===== config.mk =====
export PLATFORM = sky130hd
export DESIGN_NAME = fb_write_arbiter
export DESIGN_NICKNAME = d
export VERILOG_FILES = /design/src/rtl/fb_pkg.sv /design/src/rtl/fb_write_arbiter_rr_burst_grant.sv /design/src/rtl/fb_write_arbiter.sv
export SDC_FILE = /design/constraint.sdc
export NUM_CORES = 1
export LEC_CHECK = 0
export CAP_MARGIN = 25
export CORE_ASPECT_RATIO = 1.2
export CORE_MARGIN = 2
export CORE_UTILIZATION = 45
export DETAILED_ROUTE_END_ITERATION = 8
export GPL_ROUTABILITY_DRIVEN = 0
export PLACE_DENSITY = 0.82
export SLEW_MARGIN = 30
export SYNTH_ARGS = -nofsm -noshare
export SYNTH_HDL_FRONTEND = slang
export SYNTH_HIERARCHICAL = 1
export SYNTH_SLANG_ARGS = --single-unit

===== constraint.sdc =====
create_clock -name clk_pixel -period 3.8 [get_ports clk_pixel]
set_input_delay 0.38 -clock clk_pixel [delete_from_list [all_inputs] [get_ports clk_pixel]]
set_output_delay 0.38 -clock clk_pixel [all_outputs]
set_load 0.005 [all_outputs]

===== src/rtl/fb_pkg.sv =====
// Shared framebuffer port definitions for the RGB-port arbiter and future port users.
package fb_pkg;

   localparam int FB_ADDR_W       = 17;
   localparam int FB_DATA_W       = 8;
   localparam int FB_READ_LATENCY = 1;

   typedef struct packed {
      logic                 we;
      logic [FB_ADDR_W-1:0] addr;
      logic [FB_DATA_W-1:0] wdata;
   } fb_req_t;

   typedef enum logic {
      OWNER_S0 = 1'b0,
      OWNER_S1 = 1'b1
   } owner_t;

endpackage


===== src/rtl/fb_write_arbiter_rr_burst_grant.sv =====
// Two-way burst-limited round-robin grant; no datapath, so it can be reused for other
// shared ports.
module rr_burst_grant
   import fb_pkg::*;
#(
   parameter int BURST_MAX = 16
) (
   input  logic       clk_i,
   input  logic       rst_i,
   input  logic [1:0] valid_i,
   input  logic [1:0] elig_i,
   output logic [1:0] grant_o,
   output owner_t     owner_o
);

   localparam logic [7:0] BMAX = 8'(BURST_MAX);

   owner_t     owner_q, owner_d;
   logic [7:0] cnt_q, cnt_d;
   logic [1:0] req;
   logic       hold;
   owner_t     gnt_own;

   // A zero count means no burst is running, so the out-of-reset owner (s1) yields the tie.
   always_comb begin
      req     = valid_i & elig_i;
      hold    = (cnt_q != 8'd0) && (cnt_q < BMAX);
      grant_o = 2'b00;
      unique case (req)
         2'b01:   grant_o = 2'b01;
         2'b10:   grant_o = 2'b10;
         2'b11: begin
            if (hold) grant_o = (owner_q == OWNER_S0) ? 2'b01 : 2'b10;
            else      grant_o = (owner_q == OWNER_S0) ? 2'b10 : 2'b01;
         end
         default: grant_o = 2'b00;
      endcase
   end

   always_comb begin
      owner_d = owner_q;
      cnt_d   = cnt_q;
      gnt_own = grant_o[1] ? OWNER_S1 : OWNER_S0;
      if (|grant_o) begin
         if (gnt_own == owner_q) begin
            cnt_d = (cnt_q >= BMAX) ? BMAX : cnt_q + 8'd1;
         end else begin
            owner_d = gnt_own;
            cnt_d   = 8'd1;
         end
      end
   end

   assign owner_o = owner_d;

   always_ff @(posedge clk_i or posedge rst_i) begin
      if (rst_i) begin
         owner_q <= OWNER_S1;
         cnt_q   <= 8'd0;
      end else begin
         owner_q <= owner_d;
         cnt_q   <= cnt_d;
      end
   end

endmodule


===== src/rtl/fb_write_arbiter.sv =====
// Shares the framebuffer RGB port between the SPI command path (s0) and a local engine (s1).
// Define FB_ARB_VBLANK_GATE_EN to let s1 win the port only while vblank is high.
module fb_write_arbiter
   import fb_pkg::*;
#(
   parameter int ADDR_W    = FB_ADDR_W,
   parameter int DATA_W    = FB_DATA_W,
   parameter int BURST_MAX = 16
) (
   input  logic              clk_pixel,
   input  logic              reset,
   input  logic              s0_valid,
   output logic              s0_ready,
   input  logic              s0_we,
   input  logic [ADDR_W-1:0] s0_addr,
   input  logic [DATA_W-1:0] s0_wdata,
   output logic              s0_rvalid,
   output logic [DATA_W-1:0] s0_rdata,
   input  logic              s1_valid,
   output logic              s1_ready,
   input  logic              s1_we,
   input  logic [ADDR_W-1:0] s1_addr,
   input  logic [DATA_W-1:0] s1_wdata,
   output logic              s1_rvalid,
   output logic [DATA_W-1:0] s1_rdata,
   output logic [ADDR_W-1:0] fb_addr,
   output logic [DATA_W-1:0] fb_wdata,
   output logic              fb_wren,
   input  logic [DATA_W-1:0] fb_rdata,
   input  logic              vblank,
   output logic              busy
);

   localparam int STAGES = FB_READ_LATENCY + 1;

   typedef struct packed {
      logic              we;
      logic [ADDR_W-1:0] addr;
      logic [DATA_W-1:0] wdata;
   } req_t;

   logic [1:0]        valid, elig, grant;
   owner_t            owner;
   req_t              req_s0, req_s1, req_sel;
   logic              acc, rd_acc, own_s1;

   logic [ADDR_W-1:0] fb_addr_q;
   logic [DATA_W-1:0] fb_wdata_q;
   logic              fb_wren_q, iss_vld_q;
   logic [STAGES:1]   rd_vld_q, rd_own_q;
   logic              s0_rvalid_q, s1_rvalid_q;
   logic [DATA_W-1:0] s0_rdata_q, s1_rdata_q;

   assign valid = {s1_valid, s0_valid};

   // Readies must read 0 while reset is held, so eligibility drops with it.
`ifdef FB_ARB_VBLANK_GATE_EN
   assign elig = {vblank & ~reset, ~reset};
`else
   logic unused_vblank;
   assign unused_vblank = vblank;
   assign elig = {~reset, ~reset};
`endif

   rr_burst_grant #(.BURST_MAX(BURST_MAX)) u_grant (
      .clk_i   (clk_pixel),
      .rst_i   (reset),
      .valid_i (valid),
      .elig_i  (elig),
      .grant_o (grant),
      .owner_o (owner)
   );

   assign s0_ready = grant[0];
   assign s1_ready = grant[1];

   assign req_s0  = {s0_we, s0_addr, s0_wdata};
   assign req_s1  = {s1_we, s1_addr, s1_wdata};
   assign req_sel = grant[1] ? req_s1 : req_s0;
   assign acc     = |grant;
   assign rd_acc  = acc & ~req_sel.we;
   assign own_s1  = (owner == OWNER_S1);

   always_ff @(posedge clk_pixel or posedge reset) begin
      if (reset) begin
         fb_addr_q  <= '0;
         fb_wdata_q <= '0;
         fb_wren_q  <= 1'b0;
         iss_vld_q  <= 1'b0;
      end else begin
         iss_vld_q <= acc;
         fb_wren_q <= acc & req_sel.we;
         if (acc) begin
            fb_addr_q  <= req_sel.addr;
            fb_wdata_q <= req_sel.wdata;
         end
      end
   end

   // Read tag pipeline: stage 1 aligns with the issued address, stage STAGES with fb_rdata.
   always_ff @(posedge clk_pixel or posedge reset) begin
      if (reset) begin
         rd_vld_q    <= '0;
         rd_own_q    <= '0;
         s0_rvalid_q <= 1'b0;
         s1_rvalid_q <= 1'b0;
         s0_rdata_q  <= '0;
         s1_rdata_q  <= '0;
      end else begin
         rd_vld_q    <= {rd_vld_q[STAGES-1:1], rd_acc};
         rd_own_q    <= {rd_own_q[STAGES-1:1], own_s1};
         s0_rvalid_q <= rd_vld_q[STAGES] & ~rd_own_q[STAGES];
         s1_rvalid_q <= rd_vld_q[STAGES] &  rd_own_q[STAGES];
         if (rd_vld_q[STAGES] & ~rd_own_q[STAGES]) s0_rdata_q <= fb_rdata;
         if (rd_vld_q[STAGES] &  rd_own_q[STAGES]) s1_rdata_q <= fb_rdata;
      end
   end

   assign fb_addr   = fb_addr_q;
   assign fb_wdata  = fb_wdata_q;
   assign fb_wren   = fb_wren_q;
   assign s0_rvalid = s0_rvalid_q;
   assign s1_rvalid = s1_rvalid_q;
   assign s0_rdata  = s0_rdata_q;
   assign s1_rdata  = s1_rdata_q;
   assign busy      = iss_vld_q | (|rd_vld_q);

endmodule


==> impl_metrics.ini <==
[placement]
io_buffers = 110
post-place-ws_ns = 1.12
post-place-cells = 386
dpl_cell_area_sq_um = 3720
place_hpwl_um = 4410

[routing]
routed_wl_um = 6010
via_per_inst = 5.08
wl_per_cell_um = 15.0
drtIter0Drc = 105
route.vias.total = 2044
drc = 0
ant_nets = 0
drt_pass1_iterations = 4

[final_layout]
final_cells = 402
nets = 400
fin_util_pct = 70.1
drive_gt1_share_pct = 13.6
syn_to_final_growth_pct = 51.9
diodes = 0
fillers = 392
finalInstanceArea_sq_um = 3950

[worst_setup_path]
critPathRequiredTime_ns = 3.42
worstReg2RegStart = u_grant/cnt_q[4]
rr_worst_depth = 7
worst-path-max-fanout = 4
critical_path_arrival_ns = 2.50
start_kind = flop
reg2reg_to = fb_wdata[1]
reg2reg_slack_ns = 1.25
cp-end-kind = output pin
worstSetupPathType = reg -> out

[logic_synthesis]
ys.flop_type = dfrtp_1
syn_nets = 286
synth_xor_xnor_area_share_pct = 0.337
synth-adder-area-share_pct = 0.963
synth_seq_area_share_pct = 55.9
yosys-top-cells-area = dfrtp_1 55%, mux2i_1 9.6%, mux2_4 4.6%
async_flop_share_pct = 100
synth_top_area_share_pct = 54.9
synth_top_family_by_area = multiplexers
synthTopCellsByCount = 57 x dfrtp_1, 32 x nand2_1, 25 x mux2i_1
netlist_area_sq_um = 2600
avgSynthCellArea_sq_um = 11.9
synthMuxAreaShare_pct = 17.7
synth-seq-cells = 58
synth_edf_count = 0
syn_inst = 219
synth.most_common_cell = dfrtp_1
yosysTopAreaCell = dfrtp_1
synth_warnings = 6
synth_cell_types = 42
synth-compound-area-share_pct = 10.7
synth-simple-area-share_pct = 9.34

[timing]
min_period_ns = 2.88
drv_slew = 0
fin_tns_setup_ns = 0
rsz0062_at_grt = no
skew_ns = 0.00816
timing.hold.ws_ns = 0.351
max_slew_margin_pct = 58.6
worstMarginPinSlew_ns = 0.622
clock.fmax_mhz = 347
setup_viol = 0
post-route-period-util_pct = 75.8
hold_viol = 0
fin_ws_ns = 0.921

[clock_network]
ctsResizeCount = 0
clockRootBuffer = clkbuf_8
clkSlewWorstSetupHoldPaths_ns = 0.07
cts_buffers = 9
cts_buffer_depth = 2
clk_latency_ns = 0.34
cts_tree = built
clkSinkCount = 58
htreeDepth = 3
cts_setup_buffers = 0
cts_hold_buf = 0

[floorplan]
start_util_pct = 46.2
fp-row-count = 30
ioPinCount = 112
core_sq_um = 5630
dieWidth_um = 73.4
die_h_um = 87.2
die-area_sq_um = 6400

[worst_hold_path]
hold_path.class = reg -> reg
hp-start = rd_own_q[1]
hold_depth = 0
min_to = rd_own_q[2]

[grt]
grt_overflow_total = 0
track_usage_pct = 20.1
antenna_found_initial = 0
grt_max_degree = 55
grt_pass1_wl_um = 9690
grt_pass1_vias = 2037

[power]
power_leakage_nw = 1.72
power_density_nw_per_um2 = 630
ir_drop_uv = 393
power.total_mw = 2.49

[outcome]
outcome = completed

[job]
drv_cap = 0
[critical path, stage by stage (launching register included)]
cell,delay (ns)
dfrtp_1,0.40
nor4_1,0.57
nand2_1,0.18
xnor2_1,0.33
o21a_1,0.18
clkdlybuf4s50_1,0.51
[report_power, final]
group          total, mW  leakage, nW  internal (mW)  switching (mW)
Clock              0.634        0.106          0.374           0.260
Sequential         0.948        0.710          0.827           0.121
Combinational      0.904        0.906          0.587           0.317
Total               2.49         1.72           1.79           0.698
[cell usage in the layout (no fill, tap or decap), types with 2 or more instances in the layout]
cell             Yosys  layout
nand2_1             32      32
a21oi_1              5       4
and3_1               3       3
o21ai_1             19      19
or3_1                2       2
clkdlybuf4s50_1      0     110
nand3_1              2       2
a31oi_1              2       2
clkbuf_8             0       9
o21ai_0              9       9
nand2b_1             2       2
inv_6                0       2
bufinv_16            0       2
a21o_1               2       2
inv_1                8       7
ha_1                 2       2
dfrtp_1             57      57
clkinvlp_4           0       2
a22o_1               3       3
mux2_2               8       8
mux2_4               8       8
mux2i_1             25      25
buf_4                2       4
[layer usage]
metal	GRT usage [%]	wire length (um)	vias up	share of wire [%]
met5	0	0	-	0
met4	7.93	131	0	2.2
met3	6.60	326	11	5.4
met2	32.5	3130	59	52
met1	24.8	2430	981	40
li1	-	-	993	-
[cell type report]
cell class | count | area [sq um] | area share (%)
timing repair buffer | 114 | 1130 | 28.7
inverter | 8 | 30.0 | 0.761
tap | 64 | 80.1 | 2.03
sequential | 58 | 1450 | 36.8
clock buffer | 9 | 124 | 3.14
clock inverter | 7 | 101 | 2.57
multi-input combinational | 142 | 1030 | 26.0
[state kept, by name (all words and copies together) (netlist names)]
register         cells
u_grant/owner_q      1
s1_rdata             8
s0_rvalid            1
fb_addr             17
u_grant/cnt_q        8
rd_vld_q             2
rd_own_q             2
fb_wren              1
iss_vld_q            1
fb_wdata             8
s1_rvalid            1
s0_rdata             8
[cell families after synthesis]
group                    Yosys count
AO/OA/AOI/OAI                     47
XOR/XNOR                           1
adder cells (fa/ha/maj)            2
buffers and inverters             19
flip-flops                        58
multiplexers                      41
AND/OR/NAND/NOR                   51
[how the worst max path moves through the flow]
stage	start	end	slack (ns)	cells after the start
2_1_floorplan	reset	iss_vld_q	0.91	6
3_3_place_gp	reset	fb_wdata[1]	1.20	8
3_5_place_dp	reset	fb_addr[1]	1.12	8
4_1_cts	u_grant/cnt_q[4]	s0_ready	0.91	5
5_1_grt	u_grant/cnt_q[4]	s0_ready	0.73	5
6_report	u_grant/cnt_q[4]	s0_ready	0.92	5
No activity file was read; power rests on OpenSTA's default activity.
